`config.mk`:
```
export PLATFORM = sky130hd
export DESIGN_NAME = hazard_sb_flat
export DESIGN_NICKNAME = d
export VERILOG_FILES = /design/src/rtl/hazard_sb_pkg.sv /design/src/rtl/hazard_sb_if.sv /design/src/rtl/hazard_sb_cnt.sv /design/src/rtl/hazard_sb.sv /design/src/flat_wrapper.sv
export SDC_FILE = /design/constraint.sdc
export NUM_CORES = 1
export LEC_CHECK = 0
export ABC_CLOCK_PERIOD_IN_PS = 3350
export CAP_MARGIN = 0
export CORE_MARGIN = 2
export CORE_UTILIZATION = 30
export DETAILED_ROUTE_END_ITERATION = 12
export HOLD_SLACK_MARGIN = 0.15
export PLACE_DENSITY = 0.61
export SLEW_MARGIN = 20
export SYNTH_ARGS = -nofsm -noshare
export SYNTH_HDL_FRONTEND = slang
export SYNTH_SLANG_ARGS = --single-unit
```
`constraint.sdc`:
```
create_clock -name iw_clk -period 3.35 [get_ports iw_clk]
set_clock_uncertainty 0.1 [all_clocks]
set_input_delay 1.005 -clock iw_clk [delete_from_list [all_inputs] [get_ports iw_clk]]
set_output_delay 1.005 -clock iw_clk [all_outputs]
set_load 0.02 [all_outputs]
```
`src/rtl/hazard_sb_pkg.sv`:
```
// Shared pipeline opcode definitions and hazard-unit encodings.
// The load decode lives here so the forwarding unit can reuse it.
package hazard_sb_pkg;

    // Opcode field: bits [HBIT_OPC:0] of the instruction word.
    localparam int HBIT_OPC = 5;
    localparam int OPC_W    = HBIT_OPC + 1;

    // Opcodes referenced by the hazard and forwarding logic.
    localparam logic [OPC_W-1:0] OPC_NOP      = 6'h00;
    localparam logic [OPC_W-1:0] OPC_RU_ADD   = 6'h01;
    localparam logic [OPC_W-1:0] OPC_RU_SUB   = 6'h02;
    localparam logic [OPC_W-1:0] OPC_RU_LDu   = 6'h03;
    localparam logic [OPC_W-1:0] OPC_RU_STu   = 6'h04;
    localparam logic [OPC_W-1:0] OPC_SR_SRLDu = 6'h23;
    localparam logic [OPC_W-1:0] OPC_SR_SRSTu = 6'h24;

    // Hazard unit operating modes.
    localparam int HAZ_MODE_SB     = 0;  // per-register scoreboard
    localparam int HAZ_MODE_GLOBAL = 1;  // legacy global stall on any load

    // True when the ID/EX slot holds a real load (register or special-register).
    function automatic logic is_load(input logic valid, input logic [OPC_W-1:0] opc);
        return valid && ((opc == OPC_RU_LDu) || (opc == OPC_SR_SRLDu));
    endfunction

endpackage

```
`src/rtl/hazard_sb_if.sv`:
```
// Pipeline <-> hazard unit signal bundle. The pipeline is the master
// (drives ID/EX and IF/ID fields), the hazard unit is the slave.
interface hazard_sb_if
    import hazard_sb_pkg::*;
#(
    parameter int P_NREG = 16
);
    localparam int IW = (P_NREG > 1) ? $clog2(P_NREG) : 1;

    logic                iw_idex_valid;
    logic [OPC_W-1:0]    iw_idex_opc;
    logic [IW-1:0]       iw_idex_tgt;
    logic                iw_ifid_use_a;
    logic                iw_ifid_use_b;
    logic [IW-1:0]       iw_ifid_src_a;
    logic [IW-1:0]       iw_ifid_src_b;
    logic                ow_stall;
    logic [P_NREG-1:0]   ow_pending;

    modport master (
        output iw_idex_valid, iw_idex_opc, iw_idex_tgt,
        output iw_ifid_use_a, iw_ifid_use_b, iw_ifid_src_a, iw_ifid_src_b,
        input  ow_stall, ow_pending
    );

    modport slave (
        input  iw_idex_valid, iw_idex_opc, iw_idex_tgt,
        input  iw_ifid_use_a, iw_ifid_use_b, iw_ifid_src_a, iw_ifid_src_b,
        output ow_stall, ow_pending
    );

endinterface

```
`src/rtl/hazard_sb_cnt.sv`:
```
// Load-use countdown: loads a start value, counts down once per cycle and
// holds at zero. A reload in the same cycle as a decrement wins.
module hazard_cnt #(
    parameter int P_W = 2
) (
    input  logic           iw_clk,
    input  logic           iw_rst,
    input  logic           iw_ld,
    input  logic [P_W-1:0] iw_ld_val,
    output logic [P_W-1:0] ow_cnt
);

    logic [P_W-1:0] cnt_q;

    // Reset overrides reload, reload overrides decrement, zero never wraps.
    always_ff @(posedge iw_clk) begin
        if (iw_rst) begin
            cnt_q <= '0;
        end else if (iw_ld) begin
            cnt_q <= iw_ld_val;
        end else if (cnt_q != '0) begin
            cnt_q <= cnt_q - P_W'(1);
        end
    end

    assign ow_cnt = cnt_q;

endmodule

```
`src/rtl/hazard_sb.sv`:
```
// Load-use hazard unit. Mode HAZ_MODE_SB keeps a countdown per architectural
// register and stalls only readers of a pending load target. Mode
// HAZ_MODE_GLOBAL reproduces the legacy fixed stall after any load.
module hazard_sb
    import hazard_sb_pkg::*;
#(
    parameter int P_NREG = 16,
    parameter int P_LAT  = 3,
    parameter int P_MODE = HAZ_MODE_SB
) (
    input  logic       iw_clk,
    input  logic       iw_rst,
    hazard_sb_if.slave hz
);

    localparam int IW = (P_NREG > 1) ? $clog2(P_NREG) : 1;
    localparam int CW = $clog2(P_LAT + 1);
    localparam logic [CW-1:0] LAT_V = CW'(P_LAT);

    // Indices at or above P_NREG (possible when P_NREG is not a power of two)
    // address no register and must neither load nor stall.
    function automatic logic idx_ok(input logic [IW-1:0] idx);
        return int'(idx) < P_NREG;
    endfunction

    logic              load_det;
    logic              stall;
    logic [P_NREG-1:0] pend;

    assign load_det      = is_load(hz.iw_idex_valid, hz.iw_idex_opc);
    assign hz.ow_stall   = stall;
    assign hz.ow_pending = pend;

    if (P_MODE == HAZ_MODE_SB) begin : g_sb

        logic [CW-1:0]     cnt [P_NREG];
        logic [P_NREG-1:0] ld_r;
        logic              tgt_ok;

        assign tgt_ok = idx_ok(hz.iw_idex_tgt);

        for (genvar r = 0; r < P_NREG; r++) begin : g_reg
            assign ld_r[r] = load_det && tgt_ok && (hz.iw_idex_tgt == IW'(r));
            assign pend[r] = (cnt[r] != '0);

            hazard_cnt #(
                .P_W (CW)
            ) u_cnt (
                .iw_clk    (iw_clk),
                .iw_rst    (iw_rst),
                .iw_ld     (ld_r[r]),
                .iw_ld_val (LAT_V),
                .ow_cnt    (cnt[r])
            );
        end

        // Stall only when an enabled IF/ID source names a register still counting down.
        always_comb begin
            stall = 1'b0;
            if (hz.iw_ifid_use_a && idx_ok(hz.iw_ifid_src_a) &&
                (cnt[hz.iw_ifid_src_a] != '0)) begin
                stall = 1'b1;
            end
            if (hz.iw_ifid_use_b && idx_ok(hz.iw_ifid_src_b) &&
                (cnt[hz.iw_ifid_src_b] != '0)) begin
                stall = 1'b1;
            end
        end

    end else begin : g_global

        logic [CW-1:0] gcnt;
        logic          g_ld;
        logic          unused_ifid;

        // Loads seen while the window is open are dropped, not restarted.
        assign g_ld = load_det && (gcnt == '0);

        hazard_cnt #(
            .P_W (CW)
        ) u_cnt (
            .iw_clk    (iw_clk),
            .iw_rst    (iw_rst),
            .iw_ld     (g_ld),
            .iw_ld_val (LAT_V),
            .ow_cnt    (gcnt)
        );

        assign stall = (gcnt != '0);
        assign pend  = {P_NREG{stall}};

        // The legacy unit stalls regardless of register numbers.
        assign unused_ifid = ^{hz.iw_idex_tgt, hz.iw_ifid_use_a, hz.iw_ifid_use_b,
                               hz.iw_ifid_src_a, hz.iw_ifid_src_b};

    end

endmodule

```
`src/flat_wrapper.sv`:
```
// flat-port wrapper written by rule: the top's interface ports become plain ports
module hazard_sb_flat import hazard_sb_pkg::*;
#(
    parameter int P_NREG = 16,
    parameter int P_LAT  = 3,
    parameter int P_MODE = HAZ_MODE_SB
)
  (iw_clk, iw_rst, hz_iw_idex_valid, hz_iw_idex_opc, hz_iw_idex_tgt, hz_iw_ifid_use_a, hz_iw_ifid_use_b, hz_iw_ifid_src_a, hz_iw_ifid_src_b, hz_ow_stall, hz_ow_pending);
  hazard_sb_if #(.P_NREG(P_NREG)) hz_i ();
  input  logic iw_clk;
  input  logic iw_rst;
  input wire logic [$bits(hz_i.iw_idex_valid)-1:0] hz_iw_idex_valid;
  input wire logic [$bits(hz_i.iw_idex_opc)-1:0] hz_iw_idex_opc;
  input wire logic [$bits(hz_i.iw_idex_tgt)-1:0] hz_iw_idex_tgt;
  input wire logic [$bits(hz_i.iw_ifid_use_a)-1:0] hz_iw_ifid_use_a;
  input wire logic [$bits(hz_i.iw_ifid_use_b)-1:0] hz_iw_ifid_use_b;
  input wire logic [$bits(hz_i.iw_ifid_src_a)-1:0] hz_iw_ifid_src_a;
  input wire logic [$bits(hz_i.iw_ifid_src_b)-1:0] hz_iw_ifid_src_b;
  output wire logic [$bits(hz_i.ow_stall)-1:0] hz_ow_stall;
  output wire logic [$bits(hz_i.ow_pending)-1:0] hz_ow_pending;
  assign hz_i.iw_idex_valid = hz_iw_idex_valid;
  assign hz_i.iw_idex_opc = hz_iw_idex_opc;
  assign hz_i.iw_idex_tgt = hz_iw_idex_tgt;
  assign hz_i.iw_ifid_use_a = hz_iw_ifid_use_a;
  assign hz_i.iw_ifid_use_b = hz_iw_ifid_use_b;
  assign hz_i.iw_ifid_src_a = hz_iw_ifid_src_a;
  assign hz_i.iw_ifid_src_b = hz_iw_ifid_src_b;
  assign hz_ow_stall = hz_i.ow_stall;
  assign hz_ow_pending = hz_i.ow_pending;
  hazard_sb #(.P_NREG(P_NREG), .P_LAT(P_LAT), .P_MODE(P_MODE)) u_core (.iw_clk(iw_clk), .iw_rst(iw_rst), .hz(hz_i));
endmodule
```
==> flow_metrics.py, run 1 <==
metrics = {
    "status": {
        "status": "finished, violations left",
        "violations": "setup timing",
    },
    "clock_tree": {
        "cts.root.buffer_cell": "clkbuf_8",
        "clock_path_buffers": 2,
        "clkSlewWorstSetupHoldPaths_ns": 0.06,
        "numCtsBuffers": 5,
        "clock_latency_ns": 0.28,
        "cts.sinks": 32,
        "h-tree-depth": 2,
        "cts_tree": "yes",
    },
    "floorplanning": {
        "ios": 40,
        "die-area_sq_mm": 0.00734,
        "num_rows": 29,
        "initial_utilization": 0.313,
        "die_w_microns": 85.7,
        "core_sq_mm": 0.00639,
        "die_h_microns": 85.7,
    },
    "synthesis": {
        "syn_area_sq_mm": 0.00200,
        "ys_types": 25,
        "synth_nets": 285,
        "ys_ff_latch": 32,
        "ys_seq_area_frac": 0.320,
        "syn_inst": 246,
        "syn_area_per_cell_sq_um": 8.13,
        "yosys_warnings": 0,
    },
    "placement": {
        "globalplace.congestion": 0.845,
        "post-dp-hpwl_microns": 3780,
        "dp_slack_ns": -0.948,
        "io_buffers": 38,
    },
    "sta": {
        "worst_slack_ns": -0.147,
        "timing.fmax_mhz": 286,
        "tightest_slew_ns": 0.410,
        "fin_crit_ns": 3.50,
        "finalCritPeriodShare": 1.04,
        "grt_setup_unrepaired": "true",
        "max-slew-margin-rel": 0.720,
        "finalSetupViolations": 1,
        "final-hold-violation-count": 0,
        "drv_slew": 0,
    },
    "worst_setup_path": {
        "critical_path_class": "input pin to output port",
        "worstPathMaxFanout": 5,
        "reg2reg_depth": 5,
        "r2r_slack_ns": 1.86,
        "worstPathArrival_ns": 2.39,
        "end_kind": "output port",
        "cp-start-kind": "input pin",
        "cp.required_ns": 2.24,
    },
    "layout": {
        "diodes": 0,
        "drive_gt1_frac": 0.187,
        "mostFrequentLayoutCells": "52 x inv_1, 39 x a21oi_1, 32 x dfxtp_1",
        "syn_to_final_growth_pct": 36.0,
        "largest_reg_flops": 32,
        "fin_nets": 338,
        "layout_commonest_cell": "inv_1",
    },
    "global_routing": {
        "globalRouteTotalUtil": 0.137,
        "grt_pass1_vias": 1789,
        "grt_max_degree": 33,
        "antenna_found_initial": 0,
        "grt_pass1_wl_microns": 8020,
        "globalRouteOverflowTotal": 0,
    },
    "run": {
        "max_cap_violations": 0,
    },
    "pwr": {
        "vdd_drop_max_mv": 0.483,
        "power.density_mw_per_mm2": 959,
        "power_mw": 2.61,
        "leakagePower_nw": 1.15,
    },
    "detailed_routing": {
        "wl_per_cell_microns": 12.9,
        "drt-initial-drc-count": 64,
        "ant_nets": 0,
        "finalWirelength_microns": 4830,
        "drc": 0,
        "viasPerCell": 4.89,
        "first_pass_iters": 4,
        "num_vias": 1839,
    },
    "worst_hold_path": {
        "hold-path-cell-count": 2,
        "hold_class": "flip-flop to flip-flop",
    },
}
## kinds of logic (layout without fill, tap and decap cells)
group	after synthesis	count (layout)	share of synthesized area
AOI/OAI and AO/OA	57	57	0.164
adders and majority gates	16	16	0.100
DFF	32	32	0.320
xor gates and xnor gates	16	16	0.0700
muxes	17	17	0.101
buffers and inverters	58	111	0.113
and+or+nand+nor	50	50	0.131
## where the power goes
group	internal [mW]	total [mW]	switching (mW)
clock	0.183	0.318	0.135
sequential	0.556	0.709	0.153
combinational	0.816	1.58	0.765
## final cells by class
| cell class | count | area (sq um) |
|---|---|---|
| multi-input cells | 156 | 1200 |
| clock buffers | 7 | 96.3 |
| well taps | 77 | 96.3 |
| inverters | 52 | 195 |
| fillers | 666 | 3670 |
| flip-flops and latches | 32 | 641 |
| repair buffers | 52 | 490 |
## metal layers
layer	part of all wire	vias to the layer above	global-route usage	wire [microns]
met5	0	-	0	0
met3	0.049	6	0.0346	235
met1	0.47	862	0.178	2290
met4	0.010	0	0.0317	49
met2	0.47	37	0.230	2260
li1	-	934	-	-
## path summary, 6_finish.rpt
path | start | end
worst max register to register | u_core.g_sb.g_reg[10].u_cnt.ow_cnt[0] | u_core.g_sb.g_reg[10].u_cnt.ow_cnt[1]
worst min-delay path | u_core.g_sb.g_reg[14].u_cnt.ow_cnt[0] | u_core.g_sb.g_reg[14].u_cnt.ow_cnt[0]
worst min register to register | u_core.g_sb.g_reg[14].u_cnt.ow_cnt[0] | u_core.g_sb.g_reg[14].u_cnt.ow_cnt[0]
worst max-delay path | hz_iw_ifid_src_a[0] | hz_ow_stall
## cell usage after synthesis
master,n,share of area
xor2_1,16,0.070
nand3_1,6,0.015
nor3b_1,1,0.0038
nor4b_1,1,0.0044
nor3_2,4,0.020
inv_1,52,0.098
mux2_2,13,0.073
a2111oi_0,6,0.026
nand2b_4,1,0.0069
buf_6,1,0.0056
mux4_2,1,0.011
ha_1,16,0.10
nor3_1,14,0.035
a311oi_1,3,0.013
mux2_1,3,0.017
clkbuf_1,4,0.0075
nor2_1,8,0.015
nand2_1,13,0.024
a31oi_1,4,0.013
dfxtp_1,32,0.32
o21ai_0,4,0.010
nor2b_1,2,0.0063
a21oi_1,39,0.098
a32o_1,1,0.0050
buf_2,1,0.0025
## through the flow
| stage | instances | cell area, sq um | TNS, ns | utilization | hold WS, ns |
|---|---|---|---|---|---|
| finish | 376 | 2720 | -0.147 | 0.426 | 0.500 |
| global route | 376 | 2720 | -0.201 | 0.426 | 0.532 |
| CTS | 376 | 2680 | -0.142 | 0.420 | 0.502 |
| detailed placement | 367 | 2540 | -0.948 | 0.397 | 0.483 |
| global placement | 367 | 2540 | -0.925 | 0.397 | 0.467 |
| floorplan | 246 | 2000 | 0 | - | 0.454 |
## worst max-delay path, stage by stage
cell and delay (ns):
buf_6 0.10, buf_6 0.12, nor3_2 0.10, a21oi_1 0.07, mux4_2 0.45, nand2b_4 0.15
a32o_2 0.27, buf_6 0.13
## what timing repair did
item | in CTS | in global routing
pin swaps | 5 | 3
buffers inserted | 1 | 0
cloned | 1 | 0
hold buffers | 0 | 0
setup endpoints to repair | 1 | 1
resized for setup | 32 | 12
Note: power is estimated with default switching activity, not from simulation.
==> inputs of run 2 (changes only) <==
--- a/config.mk
+++ b/config.mk
@@ -5,7 +5,7 @@
 export SDC_FILE = /design/constraint.sdc
 export NUM_CORES = 1
 export LEC_CHECK = 0
-export ABC_CLOCK_PERIOD_IN_PS = 3350
+export ABC_CLOCK_PERIOD_IN_PS = 3400
 export CAP_MARGIN = 0
 export CORE_MARGIN = 2
 export CORE_UTILIZATION = 30
==> constraint.sdc (replaced) <==
create_clock -name iw_clk -period 3.4 [get_ports iw_clk]
set_clock_uncertainty 0.1 [all_clocks]
set_input_delay 1.02 -clock iw_clk [delete_from_list [all_inputs] [get_ports iw_clk]]
set_output_delay 1.02 -clock iw_clk [all_outputs]
set_load 0.02 [all_outputs]
==> flow_metrics.py, run 2 (same netlist as run 1, synthesis figures left out) <==
metrics = {
    "status": {
        "status": "finished, violations left",
        "violations": "setup timing",
    },
    "placement": {
        "io_buffers": 38,
        "post-dp-hpwl_microns": 3690,
        "globalplace.congestion": 0.865,
        "dp_slack_ns": -0.943,
    },
    "detailed_routing": {
        "ant_nets": 0,
        "wl_per_cell_microns": 12.5,
        "drc": 0,
        "first_pass_iters": 4,
        "finalWirelength_microns": 4710,
        "viasPerCell": 4.74,
        "num_vias": 1791,
        "drt-initial-drc-count": 74,
    },
    "pwr": {
        "power_mw": 2.57,
        "vdd_drop_max_mv": 0.470,
        "power.density_mw_per_mm2": 934,
        "leakagePower_nw": 1.17,
    },
    "sta": {
        "final-hold-violation-count": 0,
        "grt_setup_unrepaired": "true",
        "fin_crit_ns": 3.53,
        "drv_slew": 0,
        "finalCritPeriodShare": 1.04,
        "worst_slack_ns": -0.129,
        "fin_tns_setup_ns": -0.129,
        "max-slew-margin-rel": 0.724,
        "tightest_slew_ns": 0.403,
        "finalSetupViolations": 1,
        "timing.fmax_mhz": 283,
    },
    "worst_hold_path": {
        "min_from": "u_core.g_sb.g_reg[11].u_cnt.ow_cnt[0]",
        "hold-path-cell-count": 2,
        "holdPathEnd": "u_core.g_sb.g_reg[11].u_cnt.ow_cnt[0]",
        "hold_class": "flip-flop to flip-flop",
    },
    "worst_setup_path": {
        "critPathSlowestCell": "mux4_2",
        "worstPathMaxFanout": 6,
        "cp_common_cell": "buf_8",
        "critical_path_class": "input pin to output port",
        "reg2reg_from": "u_core.g_sb.g_reg[10].u_cnt.ow_cnt[0]",
        "cp-start-kind": "input pin",
        "crit_chain": "buf_8, buf_8, nor3_4, a21oi_1, mux4_2, nand2b_4, a32o_2, buf_6",
        "end_kind": "output port",
        "r2r_slack_ns": 1.92,
        "worstReg2RegEnd": "u_core.g_sb.g_reg[10].u_cnt.ow_cnt[1]",
        "crit_family": "multiplexers",
        "reg2reg_depth": 5,
        "cp.depth": 8,
        "cpPeakStageDelay_ns": 0.45,
        "worstPathArrival_ns": 2.41,
        "crit_buf_inv": 3,
        "cp.required_ns": 2.28,
    },
    "clock_tree": {
        "h-tree-depth": 2,
        "clkSlewWorstSetupHoldPaths_ns": 0.06,
        "cts.root.buffer_cell": "clkbuf_8",
        "numCtsBuffers": 5,
        "cts_tree": "yes",
        "clock_latency_ns": 0.28,
        "cts.sinks": 32,
        "clock_path_buffers": 2,
    },
    "layout": {
        "drive_gt1_frac": 0.199,
        "largest_reg_flops": 32,
        "fin_nets": 340,
        "mostFrequentLayoutCells": "52 x inv_1, 37 x a21oi_1, 32 x dfxtp_1",
        "layout_commonest_cell": "inv_1",
        "syn_to_final_growth_pct": 37.6,
        "diodes": 0,
        "final_util": 0.431,
    },
    "run": {
        "max_cap_violations": 0,
    },
    "floorplanning": {
        "core_sq_mm": 0.00639,
        "initial_utilization": 0.313,
        "die_h_microns": 85.7,
        "die-area_sq_mm": 0.00734,
        "die_w_microns": 85.7,
        "num_rows": 29,
        "ios": 40,
    },
    "global_routing": {
        "grt_pass1_vias": 1843,
        "grt_max_degree": 33,
        "globalRouteOverflowTotal": 0,
        "grt_pass1_wl_microns": 8220,
        "antenna_found_initial": 0,
        "globalRouteTotalUtil": 0.141,
    },
}
-- run 2: metrics by stage --
| step | area [sq um] | instances | hold WS, ns |
|---|---|---|---|
| floorplan | 2000 | 246 | 0.454 |
| global placement | 2540 | 368 | 0.467 |
| detailed placement | 2540 | 368 | 0.480 |
| CTS | 2700 | 378 | 0.498 |
| global route | 2750 | 378 | 0.515 |
| finish | 2750 | 378 | 0.493 |
-- run 2: how the worst max path moves through the flow --
stage / from / endpoint / slack [ns]
floorplan: hz_iw_ifid_src_b[3] / hz_ow_stall / 0.19
global placement: hz_iw_ifid_src_a[0] / hz_ow_stall / -0.91
detailed placement: hz_iw_ifid_src_a[0] / hz_ow_stall / -0.94
CTS: hz_iw_ifid_src_a[0] / hz_ow_stall / -0.17
global route: hz_iw_ifid_src_a[0] / hz_ow_stall / -0.16
finish: hz_iw_ifid_src_a[0] / hz_ow_stall / -0.13
-- run 2: timing repair --
| action | 4_1_cts | 5_1_grt |
|---|---|---|
| gates resized for setup | 30 | 19 |
| gates cloned | 1 | 0 |
| endpoints found under the setup margin | 1 | 1 |
| pin swaps | 5 | 7 |
| hold buffers | 0 | 0 |
| setup buffers | 2 | 0 |
-- run 2: layout make-up --
cell class	count	area [sq um]
clock buffers	7	96.3
fillers	668	3630
inverters	52	195
multi-input cells	156	1220
flip-flops and latches	32	641
well taps	77	96.3
repair buffers	54	508
-- run 2: power by group --
group	total, mW	internal [mW]	switching (mW)
clock	0.317	0.180	0.136
sequential	0.697	0.548	0.149
combinational	1.56	0.812	0.748
-- run 2: per-layer routing --
layer | vias to the layer above | track usage | share of wire
met3 | 9 | 0.0318 | 0.035
met4 | 0 | 0.0447 | 0.017
li1 | 935 | - | -
met2 | 30 | 0.231 | 0.46
met1 | 817 | 0.185 | 0.48
met5 | - | 0 | 0
-- run 2: worst min-delay path: stages, from the launching register on --
cell	delay (ns)
dfxtp_1	0.36
xor2_1	0.08
a21oi_1	0.12
==> inputs of run 3 (changes only) <==
--- a/config.mk
+++ b/config.mk
@@ -8,11 +8,11 @@
 export ABC_CLOCK_PERIOD_IN_PS = 3400
 export CAP_MARGIN = 0
 export CORE_MARGIN = 2
-export CORE_UTILIZATION = 30
+export CORE_UTILIZATION = 51
 export DETAILED_ROUTE_END_ITERATION = 12
 export HOLD_SLACK_MARGIN = 0.15
-export PLACE_DENSITY = 0.61
-export SLEW_MARGIN = 20
+export PLACE_DENSITY = 0.89
+export RECOVER_POWER = 25
 export SYNTH_ARGS = -nofsm -noshare
 export SYNTH_HDL_FRONTEND = slang
 export SYNTH_SLANG_ARGS = --single-unit
==> flow_metrics.py, run 3 (same netlist as run 1, synthesis figures left out) <==
metrics = {
    "pwr": {
        "power.density_mw_per_mm2": 966,
        "p_switching_mw": 1.06,
        "p_seq_frac": 0.269,
        "clockPowerShare": 0.114,
        "leakagePower_nw": 1.14,
        "vdd_drop_max_mv": 0.533,
        "p_int_mw": 1.52,
        "comb_power_share": 0.617,
        "netSwitchingFraction": 0.410,
    },
    "worst_setup_path": {
        "cpPeakStageDelay_ns": 0.38,
        "r2r_slack_ns": 1.92,
        "worstPathMaxFanout": 7,
        "crit_family": "compound AO/OA/AOI/OAI gates",
        "worstPathArrival_ns": 2.36,
        "cp.depth": 8,
        "reg2reg_depth": 5,
        "worstReg2RegEnd": "u_core.g_sb.g_reg[8].u_cnt.ow_cnt[1]",
        "end_kind": "output port",
        "startpoint": "hz_iw_ifid_src_b[3]",
        "crit_chain": "buf_2, buf_6, nor3_4, a21oi_2, a2111oi_4, nor3b_2, a32o_2, buf_6",
        "crit_buf_inv": 3,
        "crit_end": "hz_ow_stall",
        "critPathSlowestCell": "a2111oi_4",
        "reg2reg_from": "u_core.g_sb.g_reg[8].u_cnt.ow_cnt[0]",
        "cp-start-kind": "input pin",
        "cp_common_cell": "buf_6",
        "cp.required_ns": 2.28,
        "critical_path_class": "input pin to output port",
    },
    "sta": {
        "grt_setup_unrepaired": "true",
        "drv_slew": 0,
        "fin_crit_ns": 3.48,
        "final-hold-violation-count": 0,
        "worst_slack_ns": -0.0766,
        "timing.fmax_mhz": 288,
        "max-slew-margin-rel": 0.550,
        "finalSetupViolations": 1,
        "finalCritPeriodShare": 1.02,
        "tightest_slew_ns": 0.670,
    },
    "floorplanning": {
        "die_w_microns": 66.6,
        "die-area_sq_mm": 0.00444,
        "initial_utilization": 0.538,
        "num_rows": 22,
        "core_sq_mm": 0.00372,
        "die_h_microns": 66.6,
        "ios": 40,
    },
    "clock_tree": {
        "cts.root.buffer_cell": "clkbuf_8",
        "clock_path_buffers": 2,
        "clock_latency_ns": 0.28,
        "clkSlewWorstSetupHoldPaths_ns": 0.07,
        "numCtsBuffers": 5,
        "h-tree-depth": 2,
        "cts.sinks": 32,
        "cts_tree": "yes",
    },
    "run": {
        "max_cap_violations": 0,
    },
    "status": {
        "status": "finished, violations left",
        "violations": "setup timing",
    },
    "layout": {
        "multi_input_area_sq_mm": 0.00122,
        "drive_gt1_frac": 0.168,
        "regArea_sq_um": 641,
        "largest_reg_flops": 32,
        "mostFrequentLayoutCells": "51 x inv_1, 38 x a21oi_1, 32 x dfxtp_1",
        "fin_nets": 335,
        "syn_to_final_growth_pct": 33.7,
        "diodes": 0,
        "final_area_sq_mm": 0.00268,
        "fill_cells": 282,
        "final_util": 0.720,
        "layout_commonest_cell": "inv_1",
    },
    "global_routing": {
        "antenna_found_initial": 0,
        "grt_pass1_wl_microns": 7870,
        "grt_pass1_vias": 1829,
        "globalRouteOverflowTotal": 0,
        "grt_max_degree": 33,
        "globalRouteTotalUtil": 0.234,
    },
    "placement": {
        "globalplace.congestion": 0.923,
        "io_buffers": 38,
        "placed_area_sq_mm": 0.00247,
        "post-dp-hpwl_microns": 3390,
    },
    "detailed_routing": {
        "drt-initial-drc-count": 91,
        "viasPerCell": 5.51,
        "ant_nets": 0,
        "num_vias": 1901,
        "finalWirelength_microns": 4770,
        "drc": 0,
        "first_pass_iters": 4,
        "wl_per_cell_microns": 13.8,
    },
    "worst_hold_path": {
        "hold_class": "flip-flop to flip-flop",
    },
}
-- run 3: cell count changes in the layout (fill, tap and decap cells not counted), moves of 2 or more --
cell	change
nor3_1	+6
nor3_2	-5
buf_4	-4
a2111oi_0	-2
a2111oi_4	+2
buf_2	+2
buf_8	-2
clkbuf_1	+2
clkbuf_2	-2
clkdlybuf4s50_1	-2
-- run 3: routing by layer --
layer / track usage / part of all wire
met1: 0.277 / 0.41
met2: 0.413 / 0.51
met3: 0.0304 / 0.063
met4: 0.115 / 0.018
met5: 0 / 0
-- run 3: how the worst min path moves through the flow --
stage | from | to | slack, ns | cells past startpoint
3_5_place_dp | u_core.g_sb.g_reg[8].u_cnt.ow_cnt[0] | u_core.g_sb.g_reg[8].u_cnt.ow_cnt[0] | 0.48 | 2
6_report | u_core.g_sb.g_reg[9].u_cnt.ow_cnt[0] | u_core.g_sb.g_reg[9].u_cnt.ow_cnt[0] | 0.50 | 2
4_1_cts | u_core.g_sb.g_reg[9].u_cnt.ow_cnt[0] | u_core.g_sb.g_reg[9].u_cnt.ow_cnt[0] | 0.50 | 2
5_1_grt | u_core.g_sb.g_reg[9].u_cnt.ow_cnt[0] | u_core.g_sb.g_reg[9].u_cnt.ow_cnt[0] | 0.53 | 2
3_3_place_gp | u_core.g_sb.g_reg[11].u_cnt.ow_cnt[0] | u_core.g_sb.g_reg[11].u_cnt.ow_cnt[0] | 0.47 | 2
2_1_floorplan | u_core.g_sb.g_reg[9].u_cnt.ow_cnt[0] | u_core.g_sb.g_reg[9].u_cnt.ow_cnt[0] | 0.45 | 2
-- run 3: area by class of cell --
cell class / count / area share
clock buffers: 8 / 0.0337
multi-input cells: 156 / 0.455
inverters: 52 / 0.0730
repair buffers: 49 / 0.176
flip-flops and latches: 32 / 0.239
well taps: 48 / 0.0225
-- run 3: through the flow --
step	hold WS [ns]	TNS, ns	power (mW)	worst slack, ns	cells
after global routing	0.533	-0.129	2.81	-0.129	345
after global placement	0.472	-0.942	2.14	-0.942	334
final	0.499	-0.0766	2.58	-0.0766	345
after CTS	0.503	-0.0676	2.54	-0.0676	344
after detailed placement	0.482	-0.972	2.20	-0.972	334
after floorplan	0.454	0	1.72	0.190	246
-- run 3: power groups by stage --
stage,logic [mW],registers (mW),clock network [mW]
after floorplan,1.07,0.652,0
after global placement,1.47,0.672,0
after detailed placement,1.52,0.679,0
final,1.60,0.695,0.294
after CTS,1.57,0.682,0.294
after global routing,1.77,0.718,0.313
-- run 3: repair_timing --
action                                  CTS  global route
gates resized for setup                  46             9
setup buffers                             2             1
hold buffers                              0             0
hold endpoints to repair                  0             0
endpoints found under the setup margin    1             1
cloned                                    0             0
pin swaps                                 5             4
-- run 3: worst min-delay path: stages (launching register included) --
cell and delay [ns]:
dfxtp_1 0.36, xor2_1 0.08, a21oi_1 0.12
